## src/rtl/t05_huffman_decoder.sv

```systemverilog
// t05_huffman_decoder
//   Receive side of the t05 Huffman pipeline. Walks the code tree one node at
//   a time, steering left or right with each incoming code bit, and emits a
//   character every time a leaf is reached. Decoding stops after a programmed
//   number of characters.
//
// Ports
//   clk, rst_n              clock, asynchronous active-low reset
//   start                   1-cycle pulse, honoured in IDLE/ERROR
//   root_index, total_chars tree root and character count, latched on start
//   bit_valid/bit_in/bit_ready          serial code bit stream (0=left, 1=right)
//   node_req/node_addr/node_ack/node_data  node fetch port; data = {left, right},
//                                          child[8]=1 leaf char, 0 internal index
//   char_valid/char_out/char_ready      decoded character stream
//   chars_done              characters accepted by the sink this run
//   busy, done, error       status: running, completion pulse, corrupt tree

module t05_huffman_decoder #(
  parameter int ADDR_W    = 8,
  parameter int MAX_DEPTH = 127
) (
  input  logic              clk,
  input  logic              rst_n,
  input  logic              start,
  input  logic [ADDR_W-1:0] root_index,
  input  logic [31:0]       total_chars,
  input  logic              bit_valid,
  input  logic              bit_in,
  output logic              bit_ready,
  output logic              node_req,
  output logic [ADDR_W-1:0] node_addr,
  input  logic              node_ack,
  input  logic [17:0]       node_data,
  output logic              char_valid,
  output logic [7:0]        char_out,
  input  logic              char_ready,
  output logic [31:0]       chars_done,
  output logic              busy,
  output logic              done,
  output logic              error
);

  typedef enum logic [2:0] {
    IDLE     = 3'd0,
    FETCH    = 3'd1,
    WAIT_BIT = 3'd2,
    EMIT     = 3'd3,
    DONE     = 3'd4,
    ERROR    = 3'd5
  } state_t;

  // The walk is corrupt once an internal node would be entered at this depth.
  localparam logic [6:0] DEPTH_LAST = 7'(MAX_DEPTH - 1);

  state_t            state;
  state_t            state_nxt;
  logic [ADDR_W-1:0] root;
  logic [31:0]       remaining;
  logic [6:0]        depth;
  logic [17:0]       node;
  logic [8:0]        child;

  assign child = bit_in ? node[8:0] : node[17:9];

  always_comb begin
    state_nxt  = state;
    node_req   = 1'b0;
    bit_ready  = 1'b0;
    char_valid = 1'b0;
    busy       = 1'b1;
    done       = 1'b0;
    error      = 1'b0;
    case (state)
      IDLE: begin
        busy = 1'b0;
        if (start) state_nxt = (total_chars == 32'd0) ? DONE : FETCH;
      end
      FETCH: begin
        node_req = 1'b1;
        if (node_ack) state_nxt = WAIT_BIT;
      end
      WAIT_BIT: begin
        bit_ready = 1'b1;
        if (bit_valid) begin
          if (child[8])                  state_nxt = EMIT;
          else if (depth == DEPTH_LAST)  state_nxt = ERROR;
          else                           state_nxt = FETCH;
        end
      end
      EMIT: begin
        char_valid = 1'b1;
        if (char_ready) state_nxt = (remaining == 32'd1) ? DONE : FETCH;
      end
      DONE: begin
        done      = 1'b1;
        state_nxt = IDLE;
      end
      ERROR: begin
        busy  = 1'b0;
        error = 1'b1;
        if (start) state_nxt = (total_chars == 32'd0) ? DONE : FETCH;
      end
      default: state_nxt = IDLE;
    endcase
  end

  always_ff @(posedge clk or negedge rst_n) begin
    if (!rst_n) begin
      state      <= IDLE;
      root       <= '0;
      remaining  <= '0;
      depth      <= '0;
      node       <= '0;
      node_addr  <= '0;
      char_out   <= '0;
      chars_done <= '0;
    end else begin
      state <= state_nxt;
      case (state)
        IDLE, ERROR: begin
          if (start) begin
            root       <= root_index;
            remaining  <= total_chars;
            chars_done <= '0;
            depth      <= '0;
            node_addr  <= root_index;
          end
        end
        FETCH: begin
          if (node_ack) node <= node_data;
        end
        WAIT_BIT: begin
          if (bit_valid) begin
            if (child[8]) begin
              char_out <= child[7:0];
              depth    <= '0;
            end else if (depth != DEPTH_LAST) begin
              depth     <= depth + 7'd1;
              node_addr <= child[ADDR_W-1:0];
            end
          end
        end
        EMIT: begin
          // remaining never reaches 0 here: the last char exits to DONE.
          if (char_ready) begin
            chars_done <= chars_done + 32'd1;
            remaining  <= remaining - 32'd1;
            node_addr  <= root;
          end
        end
        default: ;
      endcase
    end
  end

endmodule

```

## config.mk

```make
export PLATFORM = sky130hd
export DESIGN_NAME = t05_huffman_decoder
export DESIGN_NICKNAME = d
export VERILOG_FILES = /design/src/rtl/t05_huffman_decoder.sv
export SDC_FILE = /design/constraint.sdc
export NUM_CORES = 1
export LEC_CHECK = 0
export BUFFER_PORTS_ARGS = -buffer_cell sky130_fd_sc_hd__buf_2
export CAP_MARGIN = 10
export CORE_ASPECT_RATIO = 1.4
export CORE_UTILIZATION = 54
export DETAILED_ROUTE_END_ITERATION = 8
export GPL_ROUTABILITY_DRIVEN = 0
export HOLD_SLACK_MARGIN = 0.08
export PLACE_DENSITY = 0.87
export SETUP_SLACK_MARGIN = 0.05
export SLEW_MARGIN = 25
export SYNTH_ARGS = -nofsm -noshare
export SYNTH_HDL_FRONTEND = slang
export SYNTH_SLANG_ARGS = --single-unit
```

## constraint.sdc

```tcl
create_clock -name clk -period 5.5 [get_ports clk]
set_clock_uncertainty 0.05 [all_clocks]
set_input_delay 0.825 -clock clk [delete_from_list [all_inputs] [get_ports clk]]
set_output_delay 0.825 -clock clk [all_outputs]
set_load 0.02 [all_outputs]
```

==> impl_metrics.yaml <==
clock_tree:
  h-tree-depth: 4
  numClockSinks: 116
  clock_latency_ns: 0.41
  cts_setup_buffers: 0
  post_cts_resize_count: 0
  clk_pin_slew_worst_paths_ns: 0.05
  holdBufCountCts: 0
  clockBufferDepth: 2
  cts_tree: "built"
  cts-root-buf: "clkbuf_16"
  cts_buffers: 17
setup_path:
  crit_path_end_kind: "output pin"
  path_cells: "nand2_1 -> inv_1 -> buf_2"
  reg2reg_setup_slack_ns: 2.06
  crit_arrival_ns: 3.13
  cp.required_ns: 4.62
  cp-start-kind: "flop"
  r2r_cells: 6
  rr_startpoint: "state[0]"
  critPathMaxFanout: 30
  slowest_stage: "dfrtp_1"
  max_stage_delay_ns: 0.85
  path_class: "reg2out"
  reg2reg_to: "remaining[15]"
synthesis:
  async_flop_share: 1.00
  synth.distinct_cells: 61
  yosys-top-cells-area: "dfrtp_1 46%, nand2_1 5.8%, o21ai_0 4.7%, a21oi_1 3.8%, mux2_2 3.6%"
  avgSynthCellArea_um2: 9.00
  syn_area_um2: 6330
  synth_area_leader_cell: "dfrtp_1"
  synth_fp_nets: 773
  synthTopCellsByCount: "116 x dfrtp_1, 98 x nand2_1, 59 x o21ai_0, 48 x a21oi_1, 40 x nor2_1"
  yosys.area.top_type_share: 0.459
  synth_warnings: 0
  synthFlopType: "dfrtp_1"
  syn_inst: 703
  synth_most_common_cell: "dfrtp_1"
  synth_seq_cells: 116
  ys_seq_area_frac: 0.459
  synth_edf_count: 0
detailed_routing:
  ant_nets: 0
  drc: 0
  wire_per_inst_um: 16.6
  drtIter0Drc: 448
  drtPass1Iterations: 6
  viasPerCell: 6.22
  vias: 5998
  routed_wl_um: 16100
sta:
  hold_viol_final: 0
  tightest_slew_ns: 0.917
  fin_ws_ns: 1.50
  slew_violations: 0
  setup_tns_ns: 0
  max_freq_mhz: 250
  finalCritPeriodShare: 0.728
  setup_violations: 0
  slew_headroom: 0.387
  period_needed_ns: 4.00
  grt_setup_unrepaired: "false"
final_layout:
  nNetsFinal: 874
  nFillCells: 916
  multi_input_area_um2: 3220
  drive_gt1_frac: 0.224
  synthToLayoutAreaGrowth_pct: 19.5
  regArea_um2: 2900
placement:
  post-place-ws_ns: 1.97
  port_buffers: 118
  hpwlAfterDp_um: 10900
power_and_ir_drop:
  peakVddDrop_mv: 0.259
  p_per_area_nw_per_um2: 509
  power_leakage_uw: 0.00336
worst_hold_path:
  min_from: "root[6]"
  hp-class: "reg2reg"
  min_to: "root[6]"
  min_path_cells: 2
grt:
  grt.overflow.total: 0
  grtUsageTotal: 0.274
  grt_pass1_vias: 5427
  grt_max_degree: 72
  grt_pass1_wl_um: 26000
  antenna_found_initial: 2
die:
  row_count: 46
  die_area_um2: 12200
  die_h_um: 130
  ios: 119
  initial_core_util: 0.555
  core_region_area_um2: 11400
  die_w_um: 93.5
job:
  max-cap-violations: 0
outcome:
  status: "finished, final reports clean"
[worst max-delay path: cells and delay by family (launching register included)]
family | cells | cell delay, ns
buffers and inverters | 2 | 1.08
DFF | 1 | 0.85
and+or+nand+nor | 1 | 0.77
[report_power, final]
group	internal [uW]	switching [uW]	leakage, uW
logic	525	837	0.00163
clock network	673	380	0.000270
registers	1150	287	0.00146
total	2350	1500	0.00336
[kinds of logic (layout without fill, tap and decap cells)]
kind of cell / after synthesis / in the layout / synth area share
buffers and inverters: 58 / 172 / 0.0374
and+or+nand+nor: 291 / 291 / 0.235
muxes: 39 / 39 / 0.0656
other: 0 / 3 / 0
xor gates and xnor gates: 20 / 20 / 0.0277
AOI/OAI and AO/OA: 174 / 174 / 0.165
DFF: 116 / 116 / 0.459
adders and majority gates: 5 / 5 / 0.00988
[how the worst max path moves through the flow]
stage,endpoint,cells after the start,slack (ns),startpoint
floorplan,depth[5],7,2.99,bit_in
global placement,char_valid,3,2.08,state[0]
detailed placement,char_valid,3,1.97,state[0]
CTS,char_valid,3,1.52,state[0]
global route,char_valid,3,1.16,state[0]
finish,char_valid,3,1.50,state[0]
[sequential cells by signal, indices dropped and copies added (netlist names)]
| name | count |
|---|---|
| char_out | 8 |
| chars_done | 32 |
| depth | 7 |
| node | 18 |
| node_addr | 8 |
| remaining | 32 |
| root | 8 |
| state | 3 |
[cells in the final DEF (no fill, tap or decap), drive strengths merged, types with 17 or more instances in the layout]
master / n
dfrtp: 116
nand4: 17
mux2i: 19
mux2: 20
nor2: 40
nand2: 98
a21oi: 48
o21ai: 66
or4: 18
buf: 124
clkbuf: 22
nor3: 22
nand3: 22
nor4: 26
[routing by layer]
metal | vias to the layer above | global-route usage | routed length, um
met1 | 2930 | 0.359 | 6530
met4 | 0 | 0.113 | 456
met3 | 32 | 0.0594 | 1010
li1 | 2802 | - | -
met2 | 234 | 0.441 | 8050
met5 | - | 0 | 0
[area by class of cell]
type / count / area share
diodes: 3 / 0.000992
clock inverters: 10 / 0.0142
well taps: 144 / 0.0238
clock buffers: 22 / 0.0600
repair buffers: 124 / 0.0843
multi-input cells: 529 / 0.425
inverters: 16 / 0.00794
flip-flops and latches: 116 / 0.384
[through the flow]
stage                     hold slack [ns]  cells  utilization  area, um2  total power [uW]
after floorplan                     0.396    703            -       6330              2390
after global placement              0.408    929        0.613       6990              2730
after detailed placement            0.413    929        0.613       6990              2780
after CTS                           0.426    961        0.663       7550              3840
after global routing                0.442    963        0.664       7560              4100
final                               0.427    964        0.664       7570              3850
Note: power is estimated with default switching activity, not from simulation.
